`src/rtl/alu_fp_seq.sv`:
```
// Multi-cycle FP32/FP16 add/sub/mul/div with valid/ready handshakes, RNE rounding and a
// restoring divider. FP16 significands are left-aligned into the FP32 datapath.
module alu_fp_seq #(
    parameter int DIV_BITS = 1,
    parameter int TAG_W    = 4
) (
    input  logic             clk,
    input  logic             rst,
    input  logic             in_valid,
    output logic             in_ready,
    input  logic [31:0]      op_a,
    input  logic [31:0]      op_b,
    input  logic [1:0]       op_code,
    input  logic             mode_fp,
    input  logic [TAG_W-1:0] tag_in,
    output logic             out_valid,
    input  logic             out_ready,
    output logic [31:0]      result,
    output logic [4:0]       flags,
    output logic [TAG_W-1:0] tag_out
);
    // state  | meaning
    // IDLE   | waiting for an operation
    // UNPACK | classify operands, resolve special cases, seed divider
    // EXEC   | align+add, multiply, or iterate divider
    // ROUND  | normalise, round, range check, register outputs
    // DONE   | result valid, held until out_ready
    typedef enum logic [2:0] {S_IDLE, S_UNPACK, S_EXEC, S_ROUND, S_DONE} state_t;
    localparam int DIV_CYC = 26 / DIV_BITS;

    state_t r_state, w_next;
    logic [31:0] r_a, r_b, r_spec_res;
    logic [1:0]  r_op;
    logic        r_fp16, r_spec, r_sign;
    logic [TAG_W-1:0] r_tag;
    logic [4:0]  r_spec_flags, r_cnt;
    logic signed [9:0] r_exp;
    logic [47:0] r_man;
    logic [25:0] r_q;
    logic [26:0] r_rem;

    function automatic logic [31:0] f_sgn(input logic fp16, input logic s, input logic [30:0] mag);
        return fp16 ? {16'b0, s, mag[14:0]} : {s, mag};
    endfunction

    logic w_accept;
    assign in_ready  = (r_state == S_IDLE) | ((r_state == S_DONE) & out_ready);
    assign w_accept  = in_valid & in_ready;
    assign out_valid = (r_state == S_DONE);

    logic [7:0]  w_ea, w_eb, w_emax_raw;
    logic [23:0] w_ma, w_mb;
    logic        w_sa, w_sb, w_sbe, w_sx, w_za, w_zb, w_ia, w_ib, w_na, w_nb;
    logic signed [9:0] w_bias;
    logic [30:0] w_inf, w_nan;
    assign w_ea       = r_fp16 ? {3'b0, r_a[14:10]} : r_a[30:23];
    assign w_eb       = r_fp16 ? {3'b0, r_b[14:10]} : r_b[30:23];
    assign w_ma       = r_fp16 ? {1'b1, r_a[9:0], 13'b0} : {1'b1, r_a[22:0]};
    assign w_mb       = r_fp16 ? {1'b1, r_b[9:0], 13'b0} : {1'b1, r_b[22:0]};
    assign w_sa       = r_fp16 ? r_a[15] : r_a[31];
    assign w_sb       = r_fp16 ? r_b[15] : r_b[31];
    assign w_sbe      = w_sb ^ (r_op == 2'b01);
    assign w_sx       = w_sa ^ w_sb;
    assign w_emax_raw = r_fp16 ? 8'd31 : 8'd255;
    assign w_za       = (w_ea == 8'd0);
    assign w_zb       = (w_eb == 8'd0);
    assign w_ia       = (w_ea == w_emax_raw) & (w_ma[22:0] == 23'd0);
    assign w_ib       = (w_eb == w_emax_raw) & (w_mb[22:0] == 23'd0);
    assign w_na       = (w_ea == w_emax_raw) & (w_ma[22:0] != 23'd0);
    assign w_nb       = (w_eb == w_emax_raw) & (w_mb[22:0] != 23'd0);
    assign w_bias     = r_fp16 ? 10'sd15 : 10'sd127;
    assign w_inf      = r_fp16 ? 31'h7C00 : 31'h7F800000;
    assign w_nan      = r_fp16 ? 31'h7E00 : 31'h7FC00000;

    logic        w_is_spec;
    logic [31:0] w_spec_res;
    logic [4:0]  w_spec_flags;
    always_comb begin
        w_is_spec    = 1'b1;
        w_spec_res   = 32'd0;
        w_spec_flags = 5'd0;
        if (w_na | w_nb) begin
            w_spec_res = {1'b0, w_nan}; w_spec_flags = 5'b10000;
        end else if (r_op[1] == 1'b0) begin
            if (w_ia & w_ib & (w_sa != w_sbe)) begin
                w_spec_res = {1'b0, w_nan}; w_spec_flags = 5'b10000;
            end else if (w_ia)        w_spec_res = f_sgn(r_fp16, w_sa, w_inf);
            else if (w_ib)            w_spec_res = f_sgn(r_fp16, w_sbe, w_inf);
            else if (w_za & w_zb)     w_spec_res = f_sgn(r_fp16, w_sa & w_sbe, 31'd0);
            else if (w_za)            w_spec_res = f_sgn(r_fp16, w_sbe, r_b[30:0]);
            else if (w_zb)            w_spec_res = f_sgn(r_fp16, w_sa, r_a[30:0]);
            else                      w_is_spec  = 1'b0;
        end else if (r_op == 2'b10) begin
            if ((w_ia | w_ib) & (w_za | w_zb)) begin
                w_spec_res = {1'b0, w_nan}; w_spec_flags = 5'b10000;
            end else if (w_ia | w_ib) w_spec_res = f_sgn(r_fp16, w_sx, w_inf);
            else if (w_za | w_zb)     w_spec_res = f_sgn(r_fp16, w_sx, 31'd0);
            else                      w_is_spec  = 1'b0;
        end else begin
            if ((w_za & w_zb) | (w_ia & w_ib)) begin
                w_spec_res = {1'b0, w_nan}; w_spec_flags = 5'b10000;
            end else if (w_ia)        w_spec_res = f_sgn(r_fp16, w_sx, w_inf);
            else if (w_zb) begin
                w_spec_res = f_sgn(r_fp16, w_sx, w_inf); w_spec_flags = 5'b01000;
            end else if (w_za | w_ib) w_spec_res = f_sgn(r_fp16, w_sx, 31'd0);
            else                      w_is_spec  = 1'b0;
        end
    end

    // Add/sub: larger magnitude sits with its leading one at bit 46; the smaller is
    // shifted right with every lost bit folded into a sticky jam at bit 0.
    logic        w_a_big, w_sign_big, w_st;
    logic [7:0]  w_big_e, w_d;
    logic [23:0] w_big_m, w_sml_m;
    logic [46:0] w_ext, w_aligned;
    logic [47:0] w_opa, w_opb, w_sum, w_prod;
    always_comb begin
        w_a_big    = {w_ea, w_ma} >= {w_eb, w_mb};
        w_big_e    = w_a_big ? w_ea : w_eb;
        w_big_m    = w_a_big ? w_ma : w_mb;
        w_sml_m    = w_a_big ? w_mb : w_ma;
        w_sign_big = w_a_big ? w_sa : w_sbe;
        w_d        = w_a_big ? (w_ea - w_eb) : (w_eb - w_ea);
        w_ext      = {w_sml_m, 23'b0};
        if (w_d >= 8'd47) begin
            w_aligned = 47'd0;
            w_st      = 1'b1;
        end else begin
            w_aligned = w_ext >> w_d;
            w_st      = |(w_ext & ~({47{1'b1}} << w_d));
        end
        w_opa  = {1'b0, w_big_m, 23'b0};
        w_opb  = {1'b0, w_aligned} | {47'd0, w_st};
        w_sum  = (w_sa == w_sbe) ? (w_opa + w_opb) : (w_opa - w_opb);
        w_prod = w_ma * w_mb;
    end

    // Dividend pre-scaled so the quotient always lies in [1,2).
    logic        w_pre;
    logic [26:0] w_rem0, w_rem_nxt;
    logic [25:0] w_q_nxt;
    assign w_pre  = (w_ma < w_mb);
    assign w_rem0 = w_pre ? {2'b0, w_ma, 1'b0} : {3'b0, w_ma};
    always_comb begin
        w_rem_nxt = r_rem;
        w_q_nxt   = r_q;
        for (int i = 0; i < DIV_BITS; i++) begin
            if (w_rem_nxt >= {3'b0, w_mb}) begin
                w_rem_nxt = w_rem_nxt - {3'b0, w_mb};
                w_q_nxt   = {w_q_nxt[24:0], 1'b1};
            end else begin
                w_q_nxt   = {w_q_nxt[24:0], 1'b0};
            end
            w_rem_nxt = w_rem_nxt << 1;
        end
    end

    logic [47:0] w_rman, w_nm;
    logic [5:0]  w_p;
    logic [23:0] w_kept, w_rnd;
    logic        w_g, w_r, w_s, w_carry;
    logic signed [9:0] w_exp_n, w_exp_f, w_emax;
    logic [31:0] w_res;
    logic [4:0]  w_flg;
    always_comb begin
        w_rman = (r_op == 2'b11) ? ({1'b0, r_q, 21'b0} | {47'd0, r_rem != 27'd0}) : r_man;
        w_p = 6'd0;
        for (int i = 0; i < 48; i++)
            if (w_rman[i]) w_p = i[5:0];
        w_nm    = w_rman << (6'd47 - w_p);
        w_exp_n = r_exp + $signed({4'b0, w_p}) - 10'sd46;
        w_kept  = r_fp16 ? {13'b0, w_nm[47:37]} : w_nm[47:24];
        w_g     = r_fp16 ? w_nm[36] : w_nm[23];
        w_r     = r_fp16 ? w_nm[35] : w_nm[22];
        w_s     = r_fp16 ? |w_nm[34:0] : |w_nm[21:0];
        w_rnd   = w_kept + {23'd0, w_g & (w_r | w_s | w_kept[0])};
        // A rounding carry wraps the hidden bit to zero.
        w_carry = ~(r_fp16 ? w_rnd[10] : w_rnd[23]);
        w_exp_f = w_exp_n + $signed({9'd0, w_carry});
        w_emax  = r_fp16 ? 10'sd30 : 10'sd254;
        w_res   = 32'd0;
        w_flg   = 5'd0;
        if (w_rman == 48'd0) begin
            w_res = 32'd0;
        end else if (w_exp_f > w_emax) begin
            w_res = f_sgn(r_fp16, r_sign, w_inf); w_flg = 5'b00101;
        end else if (w_exp_f < 10'sd1) begin
            w_res = f_sgn(r_fp16, r_sign, 31'd0); w_flg = 5'b00011;
        end else begin
            w_res = r_fp16 ? {16'b0, r_sign, w_exp_f[4:0], w_rnd[9:0]}
                           : {r_sign, w_exp_f[7:0], w_rnd[22:0]};
            w_flg = {4'b0, w_g | w_r | w_s};
        end
    end

    always_ff @(posedge clk or negedge rst) begin
        if (!rst) r_state <= S_IDLE;
        else      r_state <= w_next;
    end

    always_comb begin
        w_next = r_state;
        case (r_state)
            S_IDLE:   if (in_valid) w_next = S_UNPACK;
            S_UNPACK: w_next = w_is_spec ? S_ROUND : S_EXEC;
            S_EXEC:   if (r_op != 2'b11 || r_cnt == 5'd0) w_next = S_ROUND;
            S_ROUND:  w_next = S_DONE;
            S_DONE:   if (out_ready) w_next = in_valid ? S_UNPACK : S_IDLE;
            default:  w_next = S_IDLE;
        endcase
    end

    always_ff @(posedge clk or negedge rst) begin
        if (!rst) begin
            r_a <= '0; r_b <= '0; r_op <= '0; r_fp16 <= 1'b0; r_tag <= '0;
            r_spec <= 1'b0; r_spec_res <= '0; r_spec_flags <= '0;
            r_sign <= 1'b0; r_exp <= '0; r_man <= '0; r_q <= '0; r_rem <= '0; r_cnt <= '0;
            result <= '0; flags <= '0; tag_out <= '0;
        end else begin
            if (w_accept) begin
                r_a <= op_a; r_b <= op_b; r_op <= op_code; r_fp16 <= mode_fp; r_tag <= tag_in;
            end
            case (r_state)
                S_UNPACK: begin
                    r_spec       <= w_is_spec;
                    r_spec_res   <= w_spec_res;
                    r_spec_flags <= w_spec_flags;
                    r_sign       <= w_sx;
                    r_exp        <= $signed({2'b0, w_ea}) - $signed({2'b0, w_eb}) + w_bias
                                    - $signed({9'd0, w_pre});
                    r_rem        <= w_rem0;
                    r_q          <= '0;
                    r_cnt        <= 5'(DIV_CYC - 1);
                end
                S_EXEC: begin
                    if (r_op == 2'b11) begin
                        r_q <= w_q_nxt; r_rem <= w_rem_nxt; r_cnt <= r_cnt - 5'd1;
                    end else if (r_op == 2'b10) begin
                        r_man <= w_prod;
                        r_exp <= $signed({2'b0, w_ea}) + $signed({2'b0, w_eb}) - w_bias;
                    end else begin
                        r_man  <= w_sum;
                        r_exp  <= $signed({2'b0, w_big_e});
                        r_sign <= w_sign_big;
                    end
                end
                S_ROUND: begin
                    result  <= r_spec ? r_spec_res : w_res;
                    flags   <= r_spec ? r_spec_flags : w_flg;
                    tag_out <= r_tag;
                end
                default: ;
            endcase
        end
    end
endmodule

```
`config.mk`:
```
export PLATFORM = sky130hd
export DESIGN_NAME = alu_fp_seq
export DESIGN_NICKNAME = d
export VERILOG_FILES = /design/src/rtl/alu_fp_seq.sv
export SDC_FILE = /design/constraint.sdc
export NUM_CORES = 2
export LEC_CHECK = 0
export CORE_MARGIN = 3
export CORE_UTILIZATION = 30
export CTS_BUF_LIST = sky130_fd_sc_hd__clkbuf_2 sky130_fd_sc_hd__clkbuf_4 sky130_fd_sc_hd__clkbuf_8
export CTS_CLUSTER_DIAMETER = 60
export DETAILED_ROUTE_END_ITERATION = 12
export MAX_ROUTING_LAYER = met4
export SYNTH_ARGS = -nofsm -noshare
export SYNTH_HDL_FRONTEND = slang
export SYNTH_SLANG_ARGS = --single-unit
```
`constraint.sdc`:
```
create_clock -name clk -period 20.8 [get_ports clk]
set_clock_uncertainty 0.15 [all_clocks]
set_input_delay 6.24 -clock clk [delete_from_list [all_inputs] [get_ports clk]]
set_output_delay 6.24 -clock clk [all_outputs]
set_load 0.02 [all_outputs]
```
==> results.ini <==
[sta]
slew_headroom_pct=-2.646
min_period_ns=14.26
setup_viol=0
rsz0062_at_grt=no
tightest_slew_ns=1.524
fin_setup_tns_ns=0
fmax_mhz=70.14
period_share_pct=68.54
slew_violations=3
hold_viol=0

[clock_tree]
ctsHoldBuffers=0
clk_pin_slew_ns=0.06
clock_sinks=267
worstSkewPairLatency_ns=0.75
cts_resized=0
cts_tree=yes
cts_buffers=52
clock_path_buffers=3
h-tree-depth=2
root_buffer=clkbuf_8
post_cts.repair.setup_buffers=0

[floorplan]
die_area_um2=169600
core_area_um2=163100
fp.dieH_um=411.8
rows=148
start_util_pct=30.29
dieWidth_um=411.8
num_io_pins=118

[grt]
grt_max_degree=87
grtUsageTotal_pct=25.47
use_met2_pct=38.30
top_usage_layer=met2
first_global_vias=46836
met1_usage_pct=33.28
grt_pass1_wl_um=316600
met3_usage_pct=3.706
antenna_found_initial=14
grt-ovfl-total=0

[worst_setup_path]
reg2reg_from=r_fp16$_DFFE_PN0P_
rrSetupSlack_ns=9.50
r2r-end=r_man[39]$_DFFE_PN0P_
start_kind=input port
cp.required_ns=14.41
endpoint_kind=primary output
worstPathMaxFanout=2
crit_type=in2out
r2r_cells=33
arrival_ns=7.87

[outcome]
status=complete, but fails checks
violations=max-capacitance violations, max-slew violations

[cells_and_area]
area_growth_syn_to_layout_pct=9.040
layout.cells.most_common=nand2_1
stdcell_area_um2=53880
drive_gt1_share_pct=8.060
fin_util_pct=33.02
layout_common_cells=nand2_1, inv_1, fa_1, nor2_1, a21oi_1
fillerInstances=17178
layout.nets=7100

[detailed_routing]
drt_wl_total_um=214300
vias=47843
drtPass1Iterations=8
ant_nets=0
routedWlPerCell_um=25.52
drtIter0Drc=5585
drc_errors=0
vias_per_cell=5.697

[worst_hold_path]
hold_class=reg2reg
hold_end=tag_out[0]$_DFFE_PN0P_
hold_start=r_tag[0]$_DFFE_PN0P_
worstHoldPathCells=2

[synth]
netlist_area_um2=49410
yosysTopAreaCell=fa_1
yosysWarningCount=0
synthArstFlopShare_pct=100.0
syn_inst=6269
synth_edf_count=0
ys_types=124
synth_area_leaders=fa_1, dfrtp_1, ha_1, nand2_1, inv_1
synth_ff_type=dfrtp_1
syn_avg_cell_area_um2=7.881
synth.yosys.seq_area_share_pct=13.52
ys_ff_latch=267
synth_nets=7191
synth_top_area_share_pct=19.89

[placed_design]
hpwl_um=163300
placed_area_um2=52670
gp_congestion=0.9966
numPortBuffers=117

[job]
drv_cap=1

registers in the layout, summed over array words and instances, names as in the netlist, 2 cells and up:
name          cells
r_q              26
r_spec_res       32
r_rem            27
r_state           3
r_op              2
result           32
r_a              32
r_tag             4
tag_out           4
r_b              32
r_man            48
r_spec_flags      2
r_cnt             5
r_exp            10
flags             5
logic make-up (layout without fill, tap and decap cells):
kind of cell	count (synthesis)	after routing	share of synthesized area [%]
AO/OA/AOI/OAI	1515	1515	19.78
XOR/XNOR	145	145	2.570
adder cells (fa/ha/maj)	849	849	28.95
buffers and inverters	1135	1082	9.263
flip-flops	267	267	13.52
multiplexers	256	256	6.055
other	0	7	0
AND/OR/NAND/NOR	2102	2102	19.86
critical path, cell delays in order:
cell             delay (ns)
clkdlybuf4s50_1        0.47
nor2_1                 0.05
nor3_1                 0.41
clkdlybuf4s50_1        0.70
routing by layer:
metal | share of wire, % | up-vias
met2 | 44 | 2345
met1 | 42 | 23892
li1 | - | 21174
met3 | 8.2 | 432
met5 | 0 | -
met4 | 5.9 | 0
final cells by class:
cell class,instances,area (µm²),share of cell area [%]
tap,2175,2721,5.051
antenna,7,17.52,0.03251
timing repair buffer,262,2265,4.204
clock buffer,77,991.0,1.839
clock inverter,15,198.9,0.3693
inverter,728,2735,5.077
multi-input combinational,4867,38260,71.02
sequential,267,6685,12.41
how the worst max path moves through the flow:
| stage | from | end | slack, ns | cells past startpoint |
|---|---|---|---|---|
| 4_1_cts | out_ready | in_ready | 6.55 | 4 |
| 3_3_place_gp | out_ready | in_ready | 6.56 | 4 |
| 6_report | out_ready | in_ready | 6.54 | 4 |
| 3_5_place_dp | out_ready | in_ready | 6.57 | 4 |
| 5_1_grt | out_ready | in_ready | 6.52 | 4 |
| 2_1_floorplan | out_ready | in_ready | 7.63 | 2 |
synthesized netlist by cell type, drive strengths merged (16+ instances only):
master	n
o21bai	35
a21o	72
xnor2	88
ha	356
nor4	42
nor3	157
or2	24
clkbuf	267
a31oi	56
mux4	18
a21boi	16
nor2	452
dfrtp	267
nand3	146
o31ai	38
a21oi	436
nor2b	35
o211ai	57
nand2	836
a2bb2oi	17
inv	714
and3	36
buf	140
o21ai	362
or3	27
a22oi	50
o221ai	17
o21a	41
a211o	17
a221oi	26
a211oi	67
mux2	115
nand2b	45
xor2	57
o22ai	53
mux2i	123
fa	491
and2	200
nand4	49
through the flow:
stage / setup slack, ns / cells / hold WS [ns]
2_1_floorplan: 7.630 / 6269 / 0.2810
3_3_place_gp: 6.560 / 8299 / 0.2921
3_5_place_dp: 6.573 / 8299 / 0.3064
4_1_cts: 6.555 / 8391 / 0.3224
5_1_grt: 6.522 / 8396 / 0.3434
6_report: 6.543 / 8398 / 0.3181
Power is left out: the tool's default activity adds up to more than one toggle a clock period on the data nets, which glitch-free logic cannot reach.
